File: config.mk
export PLATFORM = sky130hd
export DESIGN_NAME = cache_mem_arbiter
export DESIGN_NICKNAME = d
export VERILOG_FILES = /design/src/rtl/cache_mem_arbiter.sv
export SDC_FILE = /design/constraint.sdc
export NUM_CORES = 1
export LEC_CHECK = 0
export CORE_AREA = 4 4 102 104
export DETAILED_ROUTE_END_ITERATION = 7
export DIE_AREA = 0 0 106 108
export PLACE_DENSITY = 0.78
export SLEW_MARGIN = 25
export SYNTH_ARGS = -nofsm -noshare
export SYNTH_HDL_FRONTEND = slang
export SYNTH_SLANG_ARGS = --single-unit
export TNS_END_PERCENT = 30
File: constraint.sdc
create_clock -name CLK -period 2.35 [get_ports CLK]
set_clock_uncertainty 0.15 [all_clocks]
set_input_delay 0.705 -clock CLK [delete_from_list [all_inputs] [get_ports CLK]]
set_output_delay 0.705 -clock CLK [all_outputs]
set_load 0.005 [all_outputs]
File: src/rtl/cache_mem_arbiter.sv
// Shares the single RAM port between icache and dcache; dcache wins in IDLE, a grant is held until RAM ACCESS.
// Latency: request seen in IDLE at edge k drives RAM enables from k+1; at least 2 cycles to completion, then an IDLE bubble.
// Backpressure: the requester sees wait=1 until ACCESS. `ARB_FAIRNESS_EN forces an icache grant after MAX_DSTREAK dcache completions.
module cache_mem_arbiter #(
    parameter int ADDR_W      = 32,
    parameter int DATA_W      = 32,
    parameter int TIMEOUT     = 255
`ifdef ARB_FAIRNESS_EN
    ,
    parameter int MAX_DSTREAK = 4
`endif
) (
    input  logic              CLK,
    input  logic              RST,
    input  logic              iREN,
    input  logic [ADDR_W-1:0] iaddr,
    output logic              iwait,
    output logic [DATA_W-1:0] iload,
    input  logic              dREN,
    input  logic              dWEN,
    input  logic [ADDR_W-1:0] daddr,
    input  logic [DATA_W-1:0] dstore,
    output logic              dwait,
    output logic [DATA_W-1:0] dload,
    output logic              ramREN,
    output logic              ramWEN,
    output logic [ADDR_W-1:0] ramaddr,
    output logic [DATA_W-1:0] ramstore,
    input  logic [DATA_W-1:0] ramload,
    input  logic [1:0]        ramstate,
    output logic              arb_err
);
    localparam logic [1:0] RAM_ACCESS = 2'd2;
    localparam logic [1:0] RAM_ERROR  = 2'd3;
    localparam logic [7:0] TMO        = 8'(TIMEOUT);

    typedef enum logic [1:0] {
        IDLE   = 2'd0,
        IGRANT = 2'd1,
        DGRANT = 2'd2
    } state_t;

    state_t     state;
    logic [7:0] tcnt;
    logic       dwr;
    logic       dreq;
    logic       dact;
    logic       gact;
    logic       idone;
    logic       ddone;
    logic       fair_force;
    logic       pick_i;

    assign dreq = dREN | dWEN;
    // A dcache grant is tied to the operation it was entered with; changing it counts as a drop.
    assign dact = dwr ? dWEN : (dREN & ~dWEN);
    assign gact = (state == IGRANT) ? iREN :
                  (state == DGRANT) ? dact : 1'b0;

    assign idone = (state == IGRANT) && iREN && (ramstate == RAM_ACCESS);
    assign ddone = (state == DGRANT) && dact && (ramstate == RAM_ACCESS);

`ifdef ARB_FAIRNESS_EN
    localparam logic [2:0] SMAX = 3'(MAX_DSTREAK);
    logic [2:0] streak;
    assign fair_force = (streak == SMAX);
`else
    assign fair_force = 1'b0;
`endif

    assign pick_i = iREN & (~dreq | fair_force);

    always_ff @(posedge CLK or posedge RST) begin
        if (RST) begin
            state   <= IDLE;
            tcnt    <= '0;
            dwr     <= 1'b0;
            arb_err <= 1'b0;
`ifdef ARB_FAIRNESS_EN
            streak  <= '0;
`endif
        end else begin
            case (state)
                IDLE: begin
                    tcnt <= '0;
                    if (pick_i) begin
                        state <= IGRANT;
                    end else if (dreq) begin
                        state <= DGRANT;
                        dwr   <= dWEN;
                    end
                end
                default: begin
                    if (ramstate == RAM_ERROR) begin
                        arb_err <= 1'b1;
                        state   <= IDLE;
                        tcnt    <= '0;
                    end else if (!gact || ramstate == RAM_ACCESS) begin
                        state <= IDLE;
                        tcnt  <= '0;
`ifdef ARB_FAIRNESS_EN
                        // Streak saturates so a long icache-idle period cannot wrap it back to zero.
                        if (gact && state == DGRANT && streak != SMAX)
                            streak <= streak + 3'd1;
                        else if (gact && state == IGRANT)
                            streak <= '0;
`endif
                    end else if (tcnt == TMO) begin
                        arb_err <= 1'b1;
                        state   <= IDLE;
                        tcnt    <= '0;
                    end else begin
                        tcnt <= tcnt + 8'd1;
                    end
                end
            endcase
        end
    end

    always_comb begin
        ramREN   = 1'b0;
        ramWEN   = 1'b0;
        ramaddr  = '0;
        ramstore = '0;
        case (state)
            IGRANT: begin
                ramREN  = 1'b1;
                ramaddr = iaddr;
            end
            DGRANT: begin
                ramWEN   = dWEN;
                ramREN   = dREN & ~dWEN;
                ramaddr  = daddr;
                ramstore = dstore;
            end
            default: ;
        endcase
    end

    assign iwait = ~idone;
    assign dwait = ~ddone;
    assign iload = idone ? ramload : '0;
    assign dload = ddone ? ramload : '0;

endmodule
==> results.md, run 1 <==
* Status: complete, but fails checks
* Violated checks: setup timing
* Setup crit start kind: input port
* First-pass GRT wire length at 18.6 mm
* Util after Layout at 0.543
* Syn nets at 391
* Area grow syn2layout at 182%
* Avg Vias per Cell at 4.42
* H-tree depth at 1
* Crit Path Class: in -> out
* Top FF cell, synth: dfrtp_1
* Worst hold slack at 0.363 ns
* Yosys reg bits at 12
* TritonCTS clock tree: yes
* Initial core utilization at 0.192
* Routed WL at 13.3 mm
* Vias in the first global route at 3,071
* CP Max Fanout at 5
* TritonCTS Sinks at 12
* Cell variety after synth at 35
* Number of port buffers at 267
* Min-delay src: tcnt[0]$_DFF_PP0_
* FF-to-FF End: arb_err$_DFFE_PP0P_
* Skew-Pair Late Insertion Delay at 0.24 ns
* RSZ-0062 raised after global routing: true
* Final min period at 2.82 ns
* Peak Freq at 0.354 GHz
* Mean area per synthesized cell at 7.29 um2
* Worst r2r src: state[0]$_DFFE_PP0P_
* Layout Nets at 688
* Worst Setup End Kind: output port
* Endpoints failing hold at 0
* Setup TNS at -34.06 ns
* Final setup fails at 131
* Sequential Power Share at 0.093
* Leak at 2.36 nW
* VDD IR max at 0.000403 V
* Vias at 3,009
* Crit path from: dWEN
* Max_slew headroom at 0.651
* I/O Pins at 268
* Actual slew at the worst max-slew pin at 0.522 ns
* Worst setup path end: dload[2]
* Reg2Reg Setup Slack at 0.19 ns
* Final worst slack at -0.472 ns
* Ys Warns at 0
* Initial antenna violation count at 0
* CTS max path bufs at 2
* Internal at 1.69 mW
* Cts hold-fix bufs at 0
* Clock group share of total power at 0.084
* Clk pin slew, worst setup/hold paths at 0.05 ns
* Sw power at 1.03 mW
* Synth async-reset ratio at 1.00
* Placement row count at 36
* Post-route antenna net violation count at 0
* Crit path DAT at 1.97 ns
* First DRT Iteration DRCs at 149
* Grt ovf at 0
* Drt first pass iters at 4
* Logic pwr share at 0.823
* Chip width at 106 um
* Net Sw Frac at 0.379
* Core area at 9550 um2
* Residual DRC count at 0
* Die area at 11,400 um2
* Seq/Total Area, Yosys at 0.163
* Syn Inst Count at 252
* Diode count at 0
* Layout cell share with drive strength beyond 1 at 0.414
* PwrDens at 524 nW/um2
* Routability cong. at 0.794
* Mapped Area at 1840 um2
* Final worst path period share at 1.20
* Die height at 108 um
* DR WL/cell at 19.5 um
* Fillers at 895
* Pin count of the biggest net entering global routing at 36
* Max_cap viols at 0
* Post-synth EDFFs at 0
* Fin area at 5190 um2
* HPWL Detailed at 9.85 mm
* CTS buffer count at 3
* Min-delay worst type: reg -> reg
* Slew Limit Fails at 0
* Req. time, crit path at 1.49 ns
* GR Util All Layers at 0.211
* Worst Reg2Reg Path Length in Cells at 8
* Placement Cell Area at 4840 um2
* Root Driver: clkbuf_8
[sequential cells by signal (all words and copies together) (netlist names)]
signal	flops
dwr	1
state	2
arb_err	1
tcnt	8
[worst max-delay path, cell delays in order]
cell and delay [ns]:
buf_6 0.09, or3b_4 0.39, a21oi_4 0.19, buf_6 0.13
buf_6 0.12, buf_12 0.12, and2_4 0.14, buf_6 0.08
[kinds of logic (layout without fill, tap and decap cells)]
family / Yosys count / count (layout) / synth area share
simple gates: 151 / 151 / 0.514
fa+ha+maj: 4 / 4 / 0.0272
xor+xnor: 3 / 3 / 0.0143
mux: 1 / 1 / 0.00545
flops: 12 / 12 / 0.163
buf+inv: 30 / 326 / 0.0660
compound gates: 51 / 51 / 0.210
[through the flow]
step | instances | total power, mW | setup slack (ns)
finish | 681 | 2.72 | -0.472
floorplan | 252 | 1.02 | -0.0961
CTS | 674 | 2.53 | -0.526
global placement | 651 | 2.32 | -1.09
detailed placement | 651 | 2.34 | -1.13
global route | 681 | 2.90 | -0.522
[cells in the mapped netlist (2+ instances only)]
master,number,area share
o21ai_0,5,0.014
nand2_1,3,0.0061
dfrtp_1,12,0.16
nor2_1,4,0.0082
inv_2,2,0.0041
nor3_2,3,0.016
a21oi_1,4,0.011
nand3_1,4,0.011
inv_1,7,0.014
clkbuf_1,19,0.039
a22oi_1,33,0.13
ha_1,4,0.027
nor2b_1,32,0.11
xor2_1,2,0.0095
or3_1,2,0.0068
and2_1,97,0.33
[layout by cell type, fill, tap and decap left out, types with 2 or more instances in the layout]
master / instances
clkbuf_8: 4
clkbuf_2: 7
a22oi_2: 4
and2_4: 43
and2_1: 54
nand2_1: 3
dlygate4sd2_1: 15
buf_2: 59
nor3_2: 3
clkdlybuf4s50_1: 130
buf_4: 18
clkdlybuf4s15_2: 12
clkbuf_16: 2
ha_4: 3
inv_1: 5
o21ai_0: 5
nor2_1: 4
dfrtp_1: 12
inv_2: 4
buf_16: 5
buf_12: 7
or3_1: 2
nand3_1: 4
a21oi_1: 3
xor2_1: 2
buf_6: 48
clkdlybuf4s15_1: 8
nor2b_1: 31
a22oi_1: 29
[power by group through the flow]
stage | Clock (mW) | Sequential, mW | Combinational [mW]
2_1_floorplan | 0 | 0.248 | 0.774
3_3_place_gp | 0 | 0.249 | 2.07
3_5_place_dp | 0 | 0.250 | 2.09
4_1_cts | 0.230 | 0.251 | 2.05
5_1_grt | 0.244 | 0.254 | 2.40
6_report | 0.228 | 0.252 | 2.24
[repair_timing]
item | CTS | global route
gates resized for setup | 490 | 92
buffers inserted | 12 | 12
endpoints found under the setup margin | 132 | 127
pin swaps | 32 | 22
cloned | 8 | 2
[area by class of cell]
class | instances | area, um2 | share of cell area
multi-input combinational | 210 | 1600 | 0.309
sequential | 12 | 300 | 0.0579
clock buffer | 4 | 55.1 | 0.0106
tap | 133 | 166 | 0.0321
timing repair buffer | 313 | 3030 | 0.584
inverter | 9 | 33.8 | 0.00651
[per-layer routing]
metal	track usage	up-vias	part of all wire
met2	0.362	166	0.49
met1	0.265	1374	0.40
met5	0	-	0
met4	0.0305	0	0.015
met3	0.0681	18	0.097
li1	-	1451	-
[worst min-delay path by stage]
stage,to,slack (ns),cells after the start
5_1_grt,tcnt[0]$_DFF_PP0_,0.38,1
4_1_cts,tcnt[0]$_DFF_PP0_,0.37,1
6_report,tcnt[0]$_DFF_PP0_,0.36,1
2_1_floorplan,tcnt[0]$_DFF_PP0_,0.33,1
3_3_place_gp,arb_err$_DFFE_PP0P_,0.34,2
3_5_place_dp,tcnt[0]$_DFF_PP0_,0.36,1
No activity file was read; power rests on OpenSTA's default activity.
==> run 2, diff against run 1 <==
==> constraint.sdc (replaced) <==
create_clock -name CLK -period 2.25 [get_ports CLK]
set_clock_uncertainty 0.15 [all_clocks]
set_input_delay 0.675 -clock CLK [delete_from_list [all_inputs] [get_ports CLK]]
set_output_delay 0.675 -clock CLK [all_outputs]
set_load 0.005 [all_outputs]
==> results.md, run 2 (synthesis gave the netlist of run 1 again) <==
* Placement Cell Area at 4840 um2
* Worst Reg2Reg Path Length in Cells at 8
* Routed WL at 13.5 mm
* Max FFs per register at 8
* Grt ovf at 0
* CP dominant cell by count: buf_6
* Endpoints failing hold at 0
* Chip width at 106 um
* Pin count of the biggest net entering global routing at 36
* Total power at 3.20 mW
* HPWL Detailed at 9.75 mm
* Post-route antenna net violation count at 0
* Max_slew headroom at 0.664
* Final worst slack at -0.505 ns
* Routability cong. at 0.793
* Finished Layout Cells at 682
* Crit path DAT at 1.93 ns
* Crit-path cells: buf_6 -> or3b_4 -> a21oi_4 -> buf_6 -> buf_6 -> buf_16 -> and2_4 -> buf_6
* Initial core utilization at 0.192
* Setup crit start kind: input port
* Violated checks: setup timing
* I/O Pins at 268
* CTS buffer count at 3
* Diode count at 0
* Die height at 108 um
* Residual DRC count at 0
* Peak Freq at 0.363 GHz
* TritonCTS Sinks at 12
* Worst-path cell with the longest stage delay: or3b_4
* Top flop regs: tcnt x8, state x2
* First DRT Iteration DRCs at 135
* DR WL/cell at 19.8 um
* RSZ-0062 raised after global routing: true
* Root Driver: clkbuf_8
* Worst Setup End Kind: output port
* First-pass GRT wire length at 18.4 mm
* Area grow syn2layout at 194%
* CTS max path bufs at 2
* Slew Limit Fails at 0
* Commonest non-fill, non-tap cell in the layout: clkdlybuf4s50_1
* Commonest cells after routing, fill and taps aside: clkdlybuf4s50_1 (130), buf_6 (70), and2_4 (60)
* PwrDens at 592 nW/um2
* Status: complete, but fails checks
* Placement row count at 36
* Min-delay worst type: reg -> reg
* Layout Nets at 689
* Initial antenna violation count at 0
* Layout cell share with drive strength beyond 1 at 0.552
* Final setup fails at 132
* Die area at 11,400 um2
* H-tree depth at 1
* GR Util All Layers at 0.209
* Max_cap viols at 0
* Leak at 2.42 nW
* Worst hold slack at 0.356 ns
* Avg Vias per Cell at 4.50
* Vias at 3,071
* Max incr delay on CP at 0.39 ns
* Crit Path Class: in -> out
* Req. time, crit path at 1.42 ns
* VDD IR max at 0.000477 V
* Fin area at 5400 um2
* Number of port buffers at 267
* TritonCTS clock tree: yes
* Drt first pass iters at 4
* Vias in the first global route at 3,121
* Skew-Pair Late Insertion Delay at 0.24 ns
* Hold Path Stages at 2
* Core area at 9550 um2
* CP Max Fanout at 8
* Actual slew at the worst max-slew pin at 0.503 ns
* Fillers at 874
* Clk pin slew, worst setup/hold paths at 0.06 ns
* Top reg by flops: tcnt
* Setup Slack @ Placement at -1.16 ns
* Final min period at 2.76 ns
* Final worst path period share at 1.22
* Placed cells at 651
==> run 2: cell count changes in the layout (fill, tap and decap cells not counted), moves of 8 or more <==
cell and delta:
dlygate4sd2_1 -15, buf_6 +22, a22oi_2 +23, clkbuf_2 +15, and2_1 -17, a22oi_1 -23, nor2b_1 -14, clkdlybuf4s15_2 -11
and2_4 +17, nor2b_2 +8
==> run 2: worst max-delay path, delay by kind of cell <==
family          cells  cell delay (ns)
simple gates        2             0.53
compound gates      1             0.18
buf+inv             5             0.55
==> run 2: per-stage QoR <==
| stage | TNS [ns] | util |
|---|---|---|
| after floorplan | -5.55 | - |
| after global placement | -94.55 | 0.506 |
| after detailed placement | -96.11 | 0.506 |
| after CTS | -38.76 | 0.555 |
| after global routing | -40.56 | 0.565 |
| final | -33.90 | 0.565 |
==> run 2: layout make-up <==
type / count / area (um2) / area share
Timing Repair Buffer: 314 / 3020 / 0.559
Multi-Input combinational cell: 210 / 1820 / 0.338
Sequential cell: 12 / 300 / 0.0556
Tap cell: 133 / 166 / 0.0308
Clock buffer: 4 / 55.1 / 0.0102
Inverter: 9 / 33.8 / 0.00626
==> run 2: repair_timing <==
item | in CTS | in global routing
pin swaps | 37 | 16
gates resized for setup | 568 | 154
setup endpoints to repair | 142 | 130
setup buffers | 18 | 7
hold buffers | 0 | 0
gates cloned | 8 | 2
==> run 2: per-layer routing <==
layer  track usage  part of all wire  vias up
met5             0                 0        -
met4        0.0370             0.013        0
met3        0.0806              0.11       17
met2         0.365              0.50      165
met1         0.248              0.38     1443
li1              -                 -     1446
==> run 2: final timing paths <==
kind	start	endpoint	slack (ns)
max	dWEN	dload[6]	-0.51
min	arb_err$_DFFE_PP0P_	arb_err$_DFFE_PP0P_	0.36
max reg2reg	state[0]$_DFFE_PP0P_	arb_err$_DFFE_PP0P_	0.08
min reg2reg	arb_err$_DFFE_PP0P_	arb_err$_DFFE_PP0P_	0.36
max in group asynchronous	RST	tcnt[7]$_DFF_PP0_	1.02
min in group asynchronous	RST	tcnt[5]$_DFF_PP0_	0.60
==> run 2: where the power goes <==
part           switching [mW]  internal, mW
Sequential             0.0178         0.239
Clock                  0.0846         0.155
Combinational            1.10          1.60
Total                    1.21          1.99
==> run 3, diff against run 2 <==
--- a/config.mk
+++ b/config.mk
@@ -6,6 +6,7 @@
 export NUM_CORES = 1
 export LEC_CHECK = 0
 export CORE_AREA = 4 4 102 104
+export CTS_BUF_LIST = sky130_fd_sc_hd__clkbuf_4 sky130_fd_sc_hd__clkbuf_8
 export DETAILED_ROUTE_END_ITERATION = 7
 export DIE_AREA = 0 0 106 108
 export PLACE_DENSITY = 0.78
==> results of run 3 <==
Same layout as run 2: the final DEF is identical, and so are final timing and power.
